[src/rtl/pipeline_ctrl_pkg.sv]
// Shared types, constants and instruction field positions for the pipeline hazard controller.
package pipeline_ctrl_pkg;

    typedef enum logic [2:0] {
        ST_RUN        = 3'd0,
        ST_LOAD_STALL = 3'd1,
        ST_MEM_WAIT   = 3'd2,
        ST_DRAIN      = 3'd3,
        ST_HALTED     = 3'd4
    } hz_state_e;

    localparam logic [31:0] NOP_INSTR = 32'h0000_0013;

    localparam int REG_W   = 5;
    localparam int RD_LSB  = 7;
    localparam int RS1_LSB = 15;
    localparam int RS2_LSB = 20;

    typedef struct packed {
        logic pc_write;
        logic if_id_stall;
        logic if_id_flush;
        logic id_ex_stall;
        logic id_ex_flush;
        logic ex_mem_stall;
    } ctrl_t;

    localparam ctrl_t CTRL_PASS       = '{pc_write: 1'b1, default: 1'b0};
    localparam ctrl_t CTRL_FREEZE     = '{if_id_stall: 1'b1, id_ex_stall: 1'b1, ex_mem_stall: 1'b1, default: 1'b0};
    localparam ctrl_t CTRL_REDIRECT   = '{pc_write: 1'b1, if_id_flush: 1'b1, id_ex_flush: 1'b1, default: 1'b0};
    localparam ctrl_t CTRL_LOAD_USE   = '{if_id_stall: 1'b1, id_ex_flush: 1'b1, default: 1'b0};
    // Fetch miss and NOP injection both hold the PC and bubble the IF/ID register.
    localparam ctrl_t CTRL_BUBBLE     = '{if_id_flush: 1'b1, default: 1'b0};

    function automatic logic [REG_W-1:0] reg_field(input logic [31:0] instr, input int lsb);
        return instr[lsb +: REG_W];
    endfunction

endpackage

[src/rtl/sat_counter.sv]
// Saturating event counter: count is registered (one cycle after inc), clear wins over increment.
// No backpressure; it sticks at all-ones until cleared or reset.
module sat_counter #(
    parameter int CNT_W = 16
) (
    input  logic             clk,
    input  logic             rst,
    input  logic             inc_i,
    input  logic             clr_i,
    output logic [CNT_W-1:0] cnt_o
);

    logic [CNT_W-1:0] cnt_q, cnt_d;

    always_comb begin
        cnt_d = cnt_q;
        if (clr_i) begin
            cnt_d = '0;
        end else if (inc_i && (cnt_q != '1)) begin
            cnt_d = cnt_q + 1'b1;
        end
    end

    always_ff @(posedge clk or posedge rst) begin
        if (rst) begin
            cnt_q <= '0;
        end else begin
            cnt_q <= cnt_d;
        end
    end

    assign cnt_o = cnt_q;

endmodule

[src/rtl/pipeline_hazard_ctrl.sv]
// Five-stage pipeline hazard/halt controller: stall, flush and PC-write controls are combinational
// from registered state plus current inputs (zero latency); counters and mem_timeout are registered.
module pipeline_hazard_ctrl
    import pipeline_ctrl_pkg::*;
#(
    parameter int TIMEOUT_CYCLES = 256,
    parameter int CNT_W          = 16,
    parameter int DRAIN_CYCLES   = 3
) (
    input  logic             clk,
    input  logic             rst,
    input  logic [31:0]      if_id_instr,
    input  logic [4:0]       id_ex_rd,
    input  logic             id_ex_mem_read,
    input  logic             ex_branch_taken,
    input  logic             imem_ready,
    input  logic             dmem_busy,
    input  logic             halt_req,
    input  logic             perf_clr,
    output logic             pc_write,
    output logic             if_id_stall,
    output logic             if_id_flush,
    output logic             id_ex_stall,
    output logic             id_ex_flush,
    output logic             ex_mem_stall,
    output logic             halt_ack,
    output logic [2:0]       hazard_state,
    output logic [CNT_W-1:0] stall_cycles,
    output logic [CNT_W-1:0] flush_count,
    output logic             mem_timeout
);

    localparam int DC_W = $clog2(DRAIN_CYCLES + 1);
    localparam int TO_W = $clog2(TIMEOUT_CYCLES + 1);
    localparam logic [TO_W-1:0] TMO_MAX = TO_W'(TIMEOUT_CYCLES);

    hz_state_e       state_q, state_d;
    logic [DC_W-1:0] drain_cnt_q, drain_cnt_d;
    logic [TO_W-1:0] tmo_cnt_q, tmo_cnt_d;
    logic            mem_timeout_q, mem_timeout_d;
    ctrl_t           ctrl;
    logic            flush_evt;
    logic            stall_inc;
    logic            load_use;
    logic [4:0]      rs1, rs2;
    logic            unused_instr_bits;

    assign rs1 = reg_field(if_id_instr, RS1_LSB);
    assign rs2 = reg_field(if_id_instr, RS2_LSB);
    assign unused_instr_bits = ^{if_id_instr[31:25], if_id_instr[14:0]};

    assign load_use = id_ex_mem_read && (id_ex_rd != '0) && ((id_ex_rd == rs1) || (id_ex_rd == rs2));

    always_comb begin
        ctrl        = CTRL_PASS;
        state_d     = state_q;
        drain_cnt_d = drain_cnt_q;
        flush_evt   = 1'b0;
        case (state_q)
            ST_RUN, ST_LOAD_STALL, ST_MEM_WAIT: begin
                state_d = ST_RUN;
                if (dmem_busy) begin
                    ctrl    = CTRL_FREEZE;
                    state_d = ST_MEM_WAIT;
                end else if (ex_branch_taken) begin
                    ctrl      = CTRL_REDIRECT;
                    flush_evt = 1'b1;
                end else if (load_use) begin
                    ctrl = CTRL_LOAD_USE;
                    // Leaving MEM_WAIT always lands in RUN; the stall itself still happens this cycle.
                    if (state_q != ST_MEM_WAIT) state_d = ST_LOAD_STALL;
                end else if (!imem_ready) begin
                    ctrl = CTRL_BUBBLE;
                end else if (halt_req && (state_q == ST_RUN)) begin
                    state_d     = ST_DRAIN;
                    drain_cnt_d = DC_W'(DRAIN_CYCLES);
                end
            end
            ST_DRAIN: begin
                ctrl = CTRL_BUBBLE;
                if (dmem_busy) begin
                    ctrl = CTRL_FREEZE;
                end else if (ex_branch_taken) begin
                    ctrl        = CTRL_REDIRECT;
                    flush_evt   = 1'b1;
                    drain_cnt_d = drain_cnt_q - 1'b1;
                end else if (load_use) begin
                    ctrl = CTRL_LOAD_USE;
                end else begin
                    drain_cnt_d = drain_cnt_q - 1'b1;
                end
                if (!halt_req) begin
                    state_d     = dmem_busy ? ST_MEM_WAIT : ST_RUN;
                    drain_cnt_d = '0;
                end else if (drain_cnt_d == '0) begin
                    state_d = ST_HALTED;
                end
            end
            ST_HALTED: begin
                ctrl = CTRL_BUBBLE;
                if (!halt_req) state_d = ST_RUN;
            end
            default: begin
                state_d     = ST_RUN;
                drain_cnt_d = '0;
            end
        endcase
    end

    assign stall_inc = !ctrl.pc_write &&
                       ((state_q == ST_RUN) || (state_q == ST_LOAD_STALL) || (state_q == ST_MEM_WAIT));

    always_comb begin
        tmo_cnt_d = '0;
        if (dmem_busy) tmo_cnt_d = (tmo_cnt_q == TMO_MAX) ? tmo_cnt_q : tmo_cnt_q + 1'b1;
        mem_timeout_d = mem_timeout_q || (tmo_cnt_d == TMO_MAX);
    end

    always_ff @(posedge clk or posedge rst) begin
        if (rst) begin
            state_q       <= ST_RUN;
            drain_cnt_q   <= '0;
            tmo_cnt_q     <= '0;
            mem_timeout_q <= 1'b0;
        end else begin
            state_q       <= state_d;
            drain_cnt_q   <= drain_cnt_d;
            tmo_cnt_q     <= tmo_cnt_d;
            mem_timeout_q <= mem_timeout_d;
        end
    end

    sat_counter #(.CNT_W(CNT_W)) u_stall_cnt (
        .clk   (clk),
        .rst   (rst),
        .inc_i (stall_inc),
        .clr_i (perf_clr),
        .cnt_o (stall_cycles)
    );

    sat_counter #(.CNT_W(CNT_W)) u_flush_cnt (
        .clk   (clk),
        .rst   (rst),
        .inc_i (flush_evt),
        .clr_i (perf_clr),
        .cnt_o (flush_count)
    );

    // Reset forces every control low, including pc_write, regardless of inputs.
    assign {pc_write, if_id_stall, if_id_flush, id_ex_stall, id_ex_flush, ex_mem_stall} = rst ? 6'b0 : ctrl;
    assign halt_ack     = !rst && (state_q == ST_HALTED);
    assign hazard_state = state_q;
    assign mem_timeout  = mem_timeout_q;

endmodule

[config.mk]
export PLATFORM = sky130hd
export DESIGN_NAME = pipeline_hazard_ctrl
export DESIGN_NICKNAME = d
export VERILOG_FILES = /design/src/rtl/pipeline_ctrl_pkg.sv /design/src/rtl/sat_counter.sv /design/src/rtl/pipeline_hazard_ctrl.sv
export SDC_FILE = /design/constraint.sdc
export NUM_CORES = 1
export LEC_CHECK = 0
export CORE_ASPECT_RATIO = 1.5
export CORE_UTILIZATION = 38
export CTS_CLUSTER_DIAMETER = 100
export DETAILED_ROUTE_END_ITERATION = 8
export PLACE_DENSITY = 0.67
export SKIP_CTS_REPAIR_TIMING = 1
export SLEW_MARGIN = 20
export SYNTH_ARGS = -nofsm -noshare
export SYNTH_HDL_FRONTEND = slang
export SYNTH_SLANG_ARGS = --single-unit
[constraint.sdc]
create_clock -name clk -period 3.2 [get_ports clk]
set_input_delay 0.48 -clock clk [delete_from_list [all_inputs] [get_ports clk]]
set_output_delay 0.48 -clock clk [all_outputs]
set_load 0.1 [all_outputs]
==> flow_summary.json <==
{
  "outcome": "finished, final reports clean",
  "dpl_cell_area_um2": 3590,
  "critPathKind": "input port to output pin",
  "drt-pass1-iter-count": 4,
  "grt_overflow": 0,
  "period_share_pct": 95.6,
  "io_buffers": 65,
  "start_util_pct": 39.5,
  "nets": 430,
  "period_minus_slack_ns": 3.06,
  "syn_nets": 364,
  "power.density_nw_per_um2": 375,
  "synth_edf_count": 0,
  "netlist_area_um2": 2850,
  "core_um2": 7230,
  "avgSynthCellArea_um2": 9.05,
  "antenna_cells": 0,
  "worstPathArrival_ns": 2.58,
  "clk_latency_ns": 0.30,
  "synth_top_area_share_pct": 41.2,
  "async_flop_share_pct": 100,
  "critPathLaunchType": "input port",
  "cts_buffers": 5,
  "cts-root-buf": "clkbuf_8",
  "antenna_found_initial": 0,
  "crit_required_ns": 2.72,
  "wl_per_cell_um": 14.3,
  "p_total_mw": 1.39,
  "drt_iter0_drc": 145,
  "cp_slowest_cell": "or4_1",
  "crit_path_max_incr_delay_ns": 0.56,
  "synth_largest_area_cell": "dfrtp_1",
  "synth_commonest_cells": "dfrtp_1 (47), nor2_1 (31), nand2_1 (29), a21oi_1 (24), xnor2_1 (21)",
  "clock_sinks": 47,
  "fp.dieArea_um2": 7860,
  "hold_path.class": "flop to flop",
  "post-route-util_pct": 51.4,
  "grt_max_degree": 48,
  "clk_pin_slew_ns": 0.09,
  "netlist_instances": 315,
  "yosysWarnings": 0,
  "place_congestion": 0.855,
  "layout-drive-gt1-share_pct": 20.2,
  "drc_errors": 0,
  "area_delta_synth_final_pct": 30.1,
  "synthFlopType": "dfrtp_1",
  "hold_violations": 0,
  "final_antenna_net_count": 0,
  "yosysSeqAreaShare_pct": 41.2,
  "io-pin-count": 88,
  "synth_cell_types": 54,
  "p_leak_nw": 1.56,
  "die_x_um": 72.7,
  "cts_tree": "built",
  "end_kind": "output pin",
  "ir_worst_vdd_v": 0.000281,
  "filler_cell_count": 706,
  "design_area_um2": 3710,
  "grt_pass1_vias": 2435,
  "setup-tns-final_ns": 0,
  "drv_cap": 0,
  "critPathMaxFanout": 5,
  "clockBufferDepth": 2,
  "slew_viol_final": 0,
  "fmax_mhz": 327,
  "synth_most_common_cell": "dfrtp_1",
  "synth_seq_cells": 47,
  "fin_skew_ns": 0.00884,
  "setup_viol": 0,
  "hpwl_um": 5030,
  "dr_total_vias": 2612,
  "relSlewSlack_pct": 59.6,
  "vias_per_cell": 5.42,
  "tightest_slew_ns": 0.606,
  "num_rows": 38,
  "htreeDepth": 2,
  "rsz0062_at_grt": "no",
  "grt_util_all_layers_pct": 18.5,
  "die_h_um": 108,
  "grt_first_pass_wirelength_um": 11300,
  "critical_path.cell_chain": "clkdlybuf4s50_1 > or4_1 > o21ai_2 > inv_2 > a21oi_4 > nand2_1 > a31oi_2 > buf_12",
  "wl_um": 6880,
  "ys_top_cells_by_area": "dfrtp_1 (41%), xnor2_1 (6.5%), a21oi_1 (4.2%)"
}
## final timing paths
kind                       depth (start not counted)            startpoint  slack, ns               endpoint
hold reg to reg                                    1           mem_timeout       0.52            mem_timeout
max in group asynchronous                          3                   rst       1.92   u_stall_cnt.cnt_o[5]
setup reg to reg                                   8  u_stall_cnt.cnt_o[0]       0.77  u_stall_cnt.cnt_o[13]
hold / removal                                     1           mem_timeout       0.52            mem_timeout
setup / recovery                                   8           id_ex_rd[1]       0.14               pc_write
min in group asynchronous                          3                   rst       0.86        hazard_state[2]
## per-stage QoR
| stage | hold slack, ns | instances | setup WS (ns) |
|---|---|---|---|
| floorplan | 0.536 | 315 | -0.0966 |
| global placement | 0.460 | 474 | 0.119 |
| detailed placement | 0.495 | 474 | 0.0683 |
| CTS | 0.521 | 482 | 0.0654 |
| global route | 0.551 | 482 | 0.0210 |
| finish | 0.522 | 482 | 0.140 |
## registers in the layout (all words and copies together), names as in the netlist
register and flops:
u_stall_cnt.cnt_o 16, tmo_cnt_q 9, u_flush_cnt.cnt_o 16, mem_timeout 1, hazard_state 3, drain_cnt_q 2
## worst max-delay path: cells and delay by family
kind,cells,cell delay [ns]
AO/OA/AOI/OAI,3,0.66
AND/OR/NAND/NOR,2,0.66
buffers and inverters,3,0.79
## power breakdown
part | internal (mW) | switching, mW | total, mW
clock network | 0.253 | 0.206 | 0.460
registers | 0.608 | 0.0208 | 0.629
logic | 0.103 | 0.201 | 0.304
## cells by family after synthesis
group | after synthesis | share of synthesized area (%)
compound gates | 68 | 16.1
xor+xnor | 31 | 9.52
fa+ha+maj | 5 | 2.11
buf+inv | 27 | 4.74
flops | 47 | 41.2
mux | 3 | 1.05
simple gates | 134 | 25.2
## cells in the final DEF (no fill, tap or decap), types with 9 or more instances in the layout
cell type,Yosys,routed
dfrtp_1,47,47
buf_4,1,43
nor2_1,31,31
nand2_1,29,29
a21oi_1,24,23
clkdlybuf4s50_1,0,22
xnor2_1,21,21
o21ai_0,15,15
inv_1,13,12
nand3_1,11,11
or3_1,11,11
xor2_1,10,10
and3_1,9,9
## cell type report
type / count / area [um^2] / share of cell area [%]
clock buffer: 6 / 82.6 / 2.23
sequential: 47 / 1180 / 31.7
multi-input combinational: 241 / 1570 / 42.4
clock inverter: 2 / 35.0 / 0.944
tap: 100 / 125 / 3.37
inverter: 15 / 56.3 / 1.52
timing repair buffer: 71 / 663 / 17.9
## layer usage
layer  vias to the layer above  routed length, um  track usage, %
li1                       1269                  -               -
met1                      1253               2890            21.6
met2                        83               3540            33.0
met3                         7                367            3.36
met4                         0                 80            7.28
met5                         -                  0               0
No activity file was read; power rests on OpenSTA's default activity.
